<file path="src/rtl/internal_ram_axi_bridge.sv">
// AXI4 slave front-end for the 4096x32 on-chip RAM: one burst in flight,
// per-beat RAM sequencing, and a 2-entry read buffer to absorb r_ready stalls.
module internal_ram_axi_bridge #(
  parameter int ADDR_BITS = 14
) (
  input  logic                 clk,
  input  logic                 reset,
  input  logic                 axi_arw_valid,
  output logic                 axi_arw_ready,
  input  logic [ADDR_BITS-1:0] axi_arw_payload_addr,
  input  logic                 axi_arw_payload_id,
  input  logic [7:0]           axi_arw_payload_len,
  input  logic [2:0]           axi_arw_payload_size,
  input  logic [1:0]           axi_arw_payload_burst,
  input  logic                 axi_arw_payload_write,
  input  logic                 axi_w_valid,
  output logic                 axi_w_ready,
  input  logic [31:0]          axi_w_payload_data,
  input  logic [3:0]           axi_w_payload_strb,
  input  logic                 axi_w_payload_last,
  output logic                 axi_b_valid,
  input  logic                 axi_b_ready,
  output logic                 axi_b_payload_id,
  output logic                 axi_r_valid,
  input  logic                 axi_r_ready,
  output logic [31:0]          axi_r_payload_data,
  output logic                 axi_r_payload_id,
  output logic                 axi_r_payload_last,
  output logic                 ram_en,
  output logic                 ram_wr,
  output logic [11:0]          ram_addr,
  output logic [3:0]           ram_mask,
  output logic [31:0]          ram_wrData,
  input  logic [31:0]          ram_rdData
);

  typedef enum logic [1:0] {IDLE, WRITE, WRITE_RESP, READ} state_t;

  state_t            state, state_nxt;
  logic [11:0]       addr_q;
  logic [7:0]        len_q;
  logic [1:0]        burst_q;
  logic              id_q;
  logic [8:0]        beat_q;
  logic              in_flight_q, in_flight_last_q;
  logic [1:0][31:0]  fifo_data;
  logic [1:0]        fifo_last;
  logic              rd_ptr, wr_ptr;
  logic [1:0]        count_q;

  logic              arw_fire, w_fire, r_fire, issue, push, last_beat;
  logic [2:0]        occupancy;
  logic              unused_bits;

  assign unused_bits = ^{axi_arw_payload_size, axi_w_payload_last, axi_arw_payload_addr[1:0]};

  function automatic logic [11:0] step_addr(input logic [11:0] a, input logic [1:0] b,
                                            input logic [7:0] l);
    logic [7:0] inc;
    inc = a[7:0] + 8'd1;
    case (b)
      2'b00:   step_addr = a;
      2'b10:   step_addr = {a[11:8], (a[7:0] & ~l) | (inc & l)};
      default: step_addr = a + 12'd1;
    endcase
  endfunction

  assign arw_fire  = axi_arw_valid && axi_arw_ready;
  assign w_fire    = (state == WRITE) && axi_w_valid;
  assign axi_r_valid = (count_q != 2'd0);
  assign r_fire    = axi_r_valid && axi_r_ready;
  assign push      = in_flight_q;
  assign last_beat = (beat_q == {1'b0, len_q});
  // Slots already committed (buffered + data arriving) after this cycle's pop.
  assign occupancy = {1'b0, count_q} + {2'b0, in_flight_q} - {2'b0, r_fire};

  assign axi_b_payload_id   = id_q;
  assign axi_r_payload_id   = id_q;
  assign axi_r_payload_data = fifo_data[rd_ptr];
  assign axi_r_payload_last = fifo_last[rd_ptr];
  assign ram_addr           = addr_q;

  always_comb begin
    state_nxt     = state;
    axi_arw_ready = 1'b0;
    axi_w_ready   = 1'b0;
    axi_b_valid   = 1'b0;
    issue         = 1'b0;
    ram_en        = 1'b0;
    ram_wr        = 1'b0;
    ram_mask      = axi_w_payload_strb;
    ram_wrData    = axi_w_payload_data;
    case (state)
      IDLE: begin
        axi_arw_ready = !reset;
        if (arw_fire) state_nxt = axi_arw_payload_write ? WRITE : READ;
      end
      WRITE: begin
        axi_w_ready = 1'b1;
        if (axi_w_valid) begin
          ram_en = 1'b1;
          ram_wr = 1'b1;
          if (last_beat) state_nxt = WRITE_RESP;
        end
      end
      WRITE_RESP: begin
        axi_b_valid = 1'b1;
        if (axi_b_ready) state_nxt = IDLE;
      end
      READ: begin
        if ((beat_q <= {1'b0, len_q}) && (occupancy < 3'd2)) begin
          issue  = 1'b1;
          ram_en = 1'b1;
        end
        if (r_fire && axi_r_payload_last) state_nxt = IDLE;
      end
      default: state_nxt = IDLE;
    endcase
  end

  always_ff @(posedge clk or posedge reset) begin
    if (reset) begin
      state            <= IDLE;
      addr_q           <= '0;
      len_q            <= '0;
      burst_q          <= '0;
      id_q             <= 1'b0;
      beat_q           <= '0;
      in_flight_q      <= 1'b0;
      in_flight_last_q <= 1'b0;
      fifo_data        <= '0;
      fifo_last        <= '0;
      rd_ptr           <= 1'b0;
      wr_ptr           <= 1'b0;
      count_q          <= '0;
    end else begin
      state <= state_nxt;
      if (arw_fire) begin
        addr_q  <= axi_arw_payload_addr[ADDR_BITS-1:2];
        len_q   <= axi_arw_payload_len;
        burst_q <= axi_arw_payload_burst;
        id_q    <= axi_arw_payload_id;
        beat_q  <= '0;
      end else if (w_fire || issue) begin
        addr_q <= step_addr(addr_q, burst_q, len_q);
        beat_q <= beat_q + 9'd1;
      end
      in_flight_q      <= issue;
      in_flight_last_q <= last_beat;
      if (push) begin
        fifo_data[wr_ptr] <= ram_rdData;
        fifo_last[wr_ptr] <= in_flight_last_q;
        wr_ptr            <= ~wr_ptr;
      end
      if (r_fire) rd_ptr <= ~rd_ptr;
      count_q <= count_q + {1'b0, push} - {1'b0, r_fire};
    end
  end

endmodule

</file>
<file path="config.mk">
export PLATFORM = sky130hd
export DESIGN_NAME = internal_ram_axi_bridge
export DESIGN_NICKNAME = d
export VERILOG_FILES = /design/src/rtl/internal_ram_axi_bridge.sv
export SDC_FILE = /design/constraint.sdc
export NUM_CORES = 1
export LEC_CHECK = 0
export CORE_MARGIN = 2
export CORE_UTILIZATION = 46
export CTS_CLUSTER_SIZE = 16
export DETAILED_ROUTE_END_ITERATION = 10
export PLACE_DENSITY = 0.85
export SYNTH_ARGS = -nofsm -noshare
export SYNTH_HDL_FRONTEND = slang
export SYNTH_SLANG_ARGS = --single-unit
</file>
<file path="constraint.sdc">
create_clock -name clk -period 4.8 [get_ports clk]
set_input_delay 0.96 -clock clk [delete_from_list [all_inputs] [get_ports clk]]
set_output_delay 0.96 -clock clk [all_outputs]
set_load 0.005 [all_outputs]
</file>
==> metrics.csv <==
metric,value,unit
final instance area,6750,um^2
fmax,0.218,GHz
Logic pwr share,45.3,%
Power Density,618,nW/um^2
crit path DAT,3.62,ns
crit-path max FO,3,
# DRC,11,
fin crit share,95.4,%
"Reg clk slew, reported paths",0.07,ns
Slew Limit Fails,0,
CP startpoint,axi_r_ready,
Mapped Nets,594,
endpoints failing setup,0,
synthesized area,5470,um^2
core footprint,11500,um^2
max_cap viols,0,
syn_area_per_cell,11.5,um^2
Avg Vias per Cell,5.46,
CTS tree,yes,
Initial DRT Pass Iterations,7,
most instantiated library cell after synthesis,dfrtp_1,
ratio of cells with drive above 1 in the final layout,25.0,%
Setup crit start kind,primary input,
Nets,665,
Clock Tree Root,clkbuf_16,
Max transition margin,31.3,%
final hold violations,0,
sequential area share after synthesis,48.5,%
Starting Density,47.5,%
GRT Residual Overflow,0,
RSZ-0062 raised after global routing,false,
Worst-Skew Late Latency,0.34,ns
Port Buf Inserts,114,
leading area contributor after synthesis,dfrtp_1,
HP Start,rd_ptr,
pre-CTS worst setup slack,0.205,ns
Post-synth top cells,"106 x dfrtp_1, 100 x mux2_2, 37 x buf_4, 37 x nand2_1, 20 x o21ai_0",
Netlist cell types,45,
pin count of the biggest net entering global routing,76,
Placement Cell Area,6460,um^2
Post-CTS Setup Inserts,0,
area delta synth->final,23.4,%
Hold Crit Class,flip-flop to flip-flop,
Die Ht,113,um
Yosys warnings,0,
clock buffer depth,2,
P_int,2.83,mW
Chip Width,113,um
ANT cells,0,
reg2reg start,count_q[1],
Die ar.,12800,um^2
initial antenna violation count,0,
IO Count,193,
Worst Skew,0.00610,ns
Iter 0 DRT Violations,224,
num rows,39,
outcome,"finished, violations left",
wire per inst,16.9,um
violated checks,DRC,
Worst Tran Pin Value,1.03,ns
DPL Wire Length,8390,um
Leak Pwr,2.87,nW
dominant cells by area after synthesis,"dfrtp_1 49%, mux2_2 21%, buf_4 5.1%",
Main synth FF type,dfrtp_1,
RD Place Congestion,0.859,
Worst setup EP type,primary output,
worst vdd rail ir drop,0.296,mV
synthesized instance count,477,
Setup WS post-layout,0.219,ns
min Tclk post-route,4.58,ns
GRT Overall Usage,19.3,%
clock tree sinks,106,
Setup CP Type,primary input to primary output,
Net Switching,1.34,mW
vias in the first global route,4257,
final wirelength,11800,um
number of synthesized flops with an enable pin,0,
Sw Ratio,32.1,%
final setup TNS,0,ns
critical path required time,3.84,ns
CTS Buf Count,9,
Clock power frac,16.7,%
Final ANT Viol Nets,0,
ys async rst share,100,%
H-tree levels,3,
Reg power frac,38.0,%
Synth top area share,48.5,%
Synth Register Bits,106,
vias,3803,
global-route wire length before repair,20100,um
-- path summary, 6_finish.rpt --
check | end | slack [ns] | cells after the start
max | ram_en | 0.22 | 12
min | rd_ptr | 0.50 | 1
max reg2reg | beat_q[6] | 1.39 | 13
min reg2reg | rd_ptr | 0.50 | 1
max in group asynchronous | fifo_data[0] | 2.58 | 3
min in group asynchronous | len_q[4] | 1.25 | 2
-- per-stage QoR --
step	power, mW	util, %	hold slack [ns]	instances
finish	4.17	58.6	0.502	696
detailed placement	3.49	56.1	0.489	680
global route	4.46	58.6	0.518	696
global placement	3.40	56.1	0.480	680
floorplan	2.65	-	0.463	477
CTS	4.20	58.6	0.504	696
-- critical path: stages --
cell and delay [ns]:
clkdlybuf4s50_1 0.45, and2_1 0.19, ha_1 0.26, inv_1 0.06, ha_1 0.13, inv_1 0.04, fa_1 0.51, nand4b_1 0.20
nor2_2 0.17, a21oi_2 0.08, inv_1 0.07, clkdlybuf4s50_1 0.50
-- power by group through the flow --
stage	combinational (mW)	sequential (mW)	clock [mW]
CTS	1.91	1.58	0.715
finish	1.89	1.58	0.697
detailed placement	1.89	1.60	0
global placement	1.83	1.56	0
floorplan	1.17	1.48	0
global route	2.06	1.64	0.751
-- metal layers --
layer | GRT usage, % | vias up | wire length, um
li1 | - | 1783 | -
met5 | 0 | - | 0
met4 | 7.97 | 0 | 121
met2 | 33.1 | 131 | 5980
met3 | 3.11 | 18 | 656
met1 | 24.3 | 1871 | 5020
-- flip-flops by register name (all words and copies together) (netlist names), 2 cells and up, named ones only --
signal and flops:
beat_q 9, count_q 2, state 2, fifo_data 64
ram_addr 5, burst_q 2, len_q 8, fifo_last 2
-- placed cells by master (no fill, tap or decap), drive strengths merged, types with 4 or more instances in the layout --
cell type / instances
a21oi: 19
a31oi: 6
and3: 4
buf: 6
clkbuf: 12
clkdlybuf4s50: 114
dfrtp: 106
ha: 12
inv: 19
mux2: 100
nand2: 37
nand3: 13
nand4: 7
nor2: 12
o211ai: 4
o21ai: 23
o31ai: 4
or3: 7
or4: 5
xor2: 8
-- what timing repair did --
item                                    4_1_cts  5_1_grt
endpoints found under the setup margin        0        1
hold buffers                                  0        0
gates resized for setup                       0        1
-- cell type report --
cell class              instances  area (um^2)
inverters                      19         73.8
clock buffers                  12          256
flip-flops and latches        106         2650
multi-input cells             292         2370
repair buffers                120         1190
fillers                       917         4770
clock inverters                 4         26.3
well taps                     143          179
-- cells by family after synthesis --
| kind of cell | synth area share [%] |
|---|---|
| adders and majority gates | 3.11 |
| and+or+nand+nor | 10.5 |
| xor gates and xnor gates | 1.28 |
| muxes | 21.1 |
| AOI/OAI and AO/OA | 7.07 |
| buffers and inverters | 8.42 |
| DFF | 48.5 |
Power figures use the tool's default switching activity.
==> patch: new RTL, config.mk and constraints unchanged <==
Re-encode `state_t` (4 states) as one-hot, 4 bits wide.
--- a/src/rtl/internal_ram_axi_bridge.sv
+++ b/src/rtl/internal_ram_axi_bridge.sv
@@ -34,7 +34,7 @@
   input  logic [31:0]          ram_rdData
 );
 
-  typedef enum logic [1:0] {IDLE, WRITE, WRITE_RESP, READ} state_t;
+  typedef enum logic [3:0] {IDLE = 4'b0001, WRITE = 4'b0010, WRITE_RESP = 4'b0100, READ = 4'b1000} state_t;
 
   state_t            state, state_nxt;
   logic [11:0]       addr_q;
Function: same outputs for any inputs over 4 cycles, from zero or initial values and one cycle with reset high; so few cycles prove little.
==> patch against the original RTL <==
  * Fmax is 0.70% lower
  * Area after synthesis is 1.1% lower
  * Critical path type unchanged
  * Routed wire length is 2.6% higher
  * Worst setup slack worse by 0.032 ns
  * Largest cell class unchanged
  * Power is 26% lower
  * Sequential cell count is 2 higher
  * Via count is 1.6% higher
  * Highest routed layer unchanged
  * Cell count is 0.86% lower
  * Final area is 1.0% lower
==> patch: results (changes against the original RTL) <==
metric;value;unit;change
Worst Hold Launch;fifo_data[38];;
WL met3;705;um;+7.5%
P_sw;0.000874;W;-35%
clock buffer depth;2;;unchanged
standby leakage power;2.94;nW;+2.6%
Yosys cell types;39;;-13%
post-CTS sizing;0;;unchanged
clk slew on worst S/H paths;0.07;ns;about the same
slowest CP cell;clkdlybuf4s50_1;;
ANT cells;0;;unchanged
peak supply drop;274;uV;-7.3%
Fillers;944;;+2.9%
Iter 0 DRT Violations;211;;-5.8%
Met2 Routed Length;5.81;mm;-3.0%
Seq. pwr;0.00129;W;-18%
vias in the first global route;4025;;-5.4%
Post-synth top cells;107 x dfrtp_1, 99 x mux2_2, 37 x buf_4;;
Layout Cells excl Fill;690;;-0.86%
Tightest Pin Transition;1.12;ns;+0.0937 ns
layout cells sized above 1;22.5;%;-2.5 points
Critical Path AT;3.65;ns;+0.03 ns
global-route wire length before repair;20.0;mm;-0.38%
worst slack, placed;0.219;ns;+0.0140 ns
WHS Endpoint;fifo_data[38];;
Met1 Wirelength;5.21;mm;+3.6%
Async S/R FF share, synth;100;%;unchanged
PD cells;465;nW/um^2;-25%
met2 Track Usage GR;32.7;%;-0.44 points
status;completed;;
Min Hold Slack;0.503;ns;+0.00154 ns
gr usage total;19.7;%;+0.40 points
first-pass detailed-route iteration total;4;;-3
DP Cell Count;675;;-0.74%
post-synthesis sequential area ratio;50.0;%;+1.5 points
Synth area leaders;dfrtp_1 50%, mux2_2 21%, buf_4 5.1%;;
Tmin final;4.61;ns;+0.0325 ns
Vias;3864;;+1.6%
met3 Track Usage GR;4.10;%;+1.0 points
Worst R2R Setup Slack;1.37;ns;-0.02 ns
largest net degree at the start of global routing;88;;+16%
clk_skew;0.00689;ns;+0.000794 ns
drt wl/cell;17.5;um;+3.5%
final net count;660;;-0.75%
detailed placement HPWL;8.62;mm;+2.7%
Synth Net Count;591;;-0.51%
[patch: cell types whose count changed in the layout (fill, tap and decap cells not counted), moves of 4 or more]
cell / delta
and3_1: +4
or3_1: +4
xor2_1: -6
nand4_1: -4
nor2_1: +5
[patch: kinds of logic (layout without fill, tap and decap cells)]
family	Yosys count	after routing	synth area share, %
compound gates	65	65	7.15
xor+xnor	4	4	0.648
fa+ha+maj	13	13	3.15
buf+inv	80	153	8.33
flops	108	108	50.0
mux	99	99	20.6
simple gates	105	105	10.1
[patch: cell type report]
cell class | count | area, um^2 | share of cell area (%)
clock buffers | 11 | 233 | 3.49
clock inverters | 4 | 51.3 | 0.768
inverters | 20 | 77.6 | 1.16
multi-input cells | 286 | 2260 | 33.9
flip-flops and latches | 108 | 2700 | 40.5
well taps | 143 | 179 | 2.68
repair buffers | 118 | 1170 | 17.5
[patch: critical path: cells and delay by family]
family	cells	cell delay [ns]
compound gates	2	0.38
fa+ha+maj	3	0.93
buf+inv	5	1.14
simple gates	2	0.24
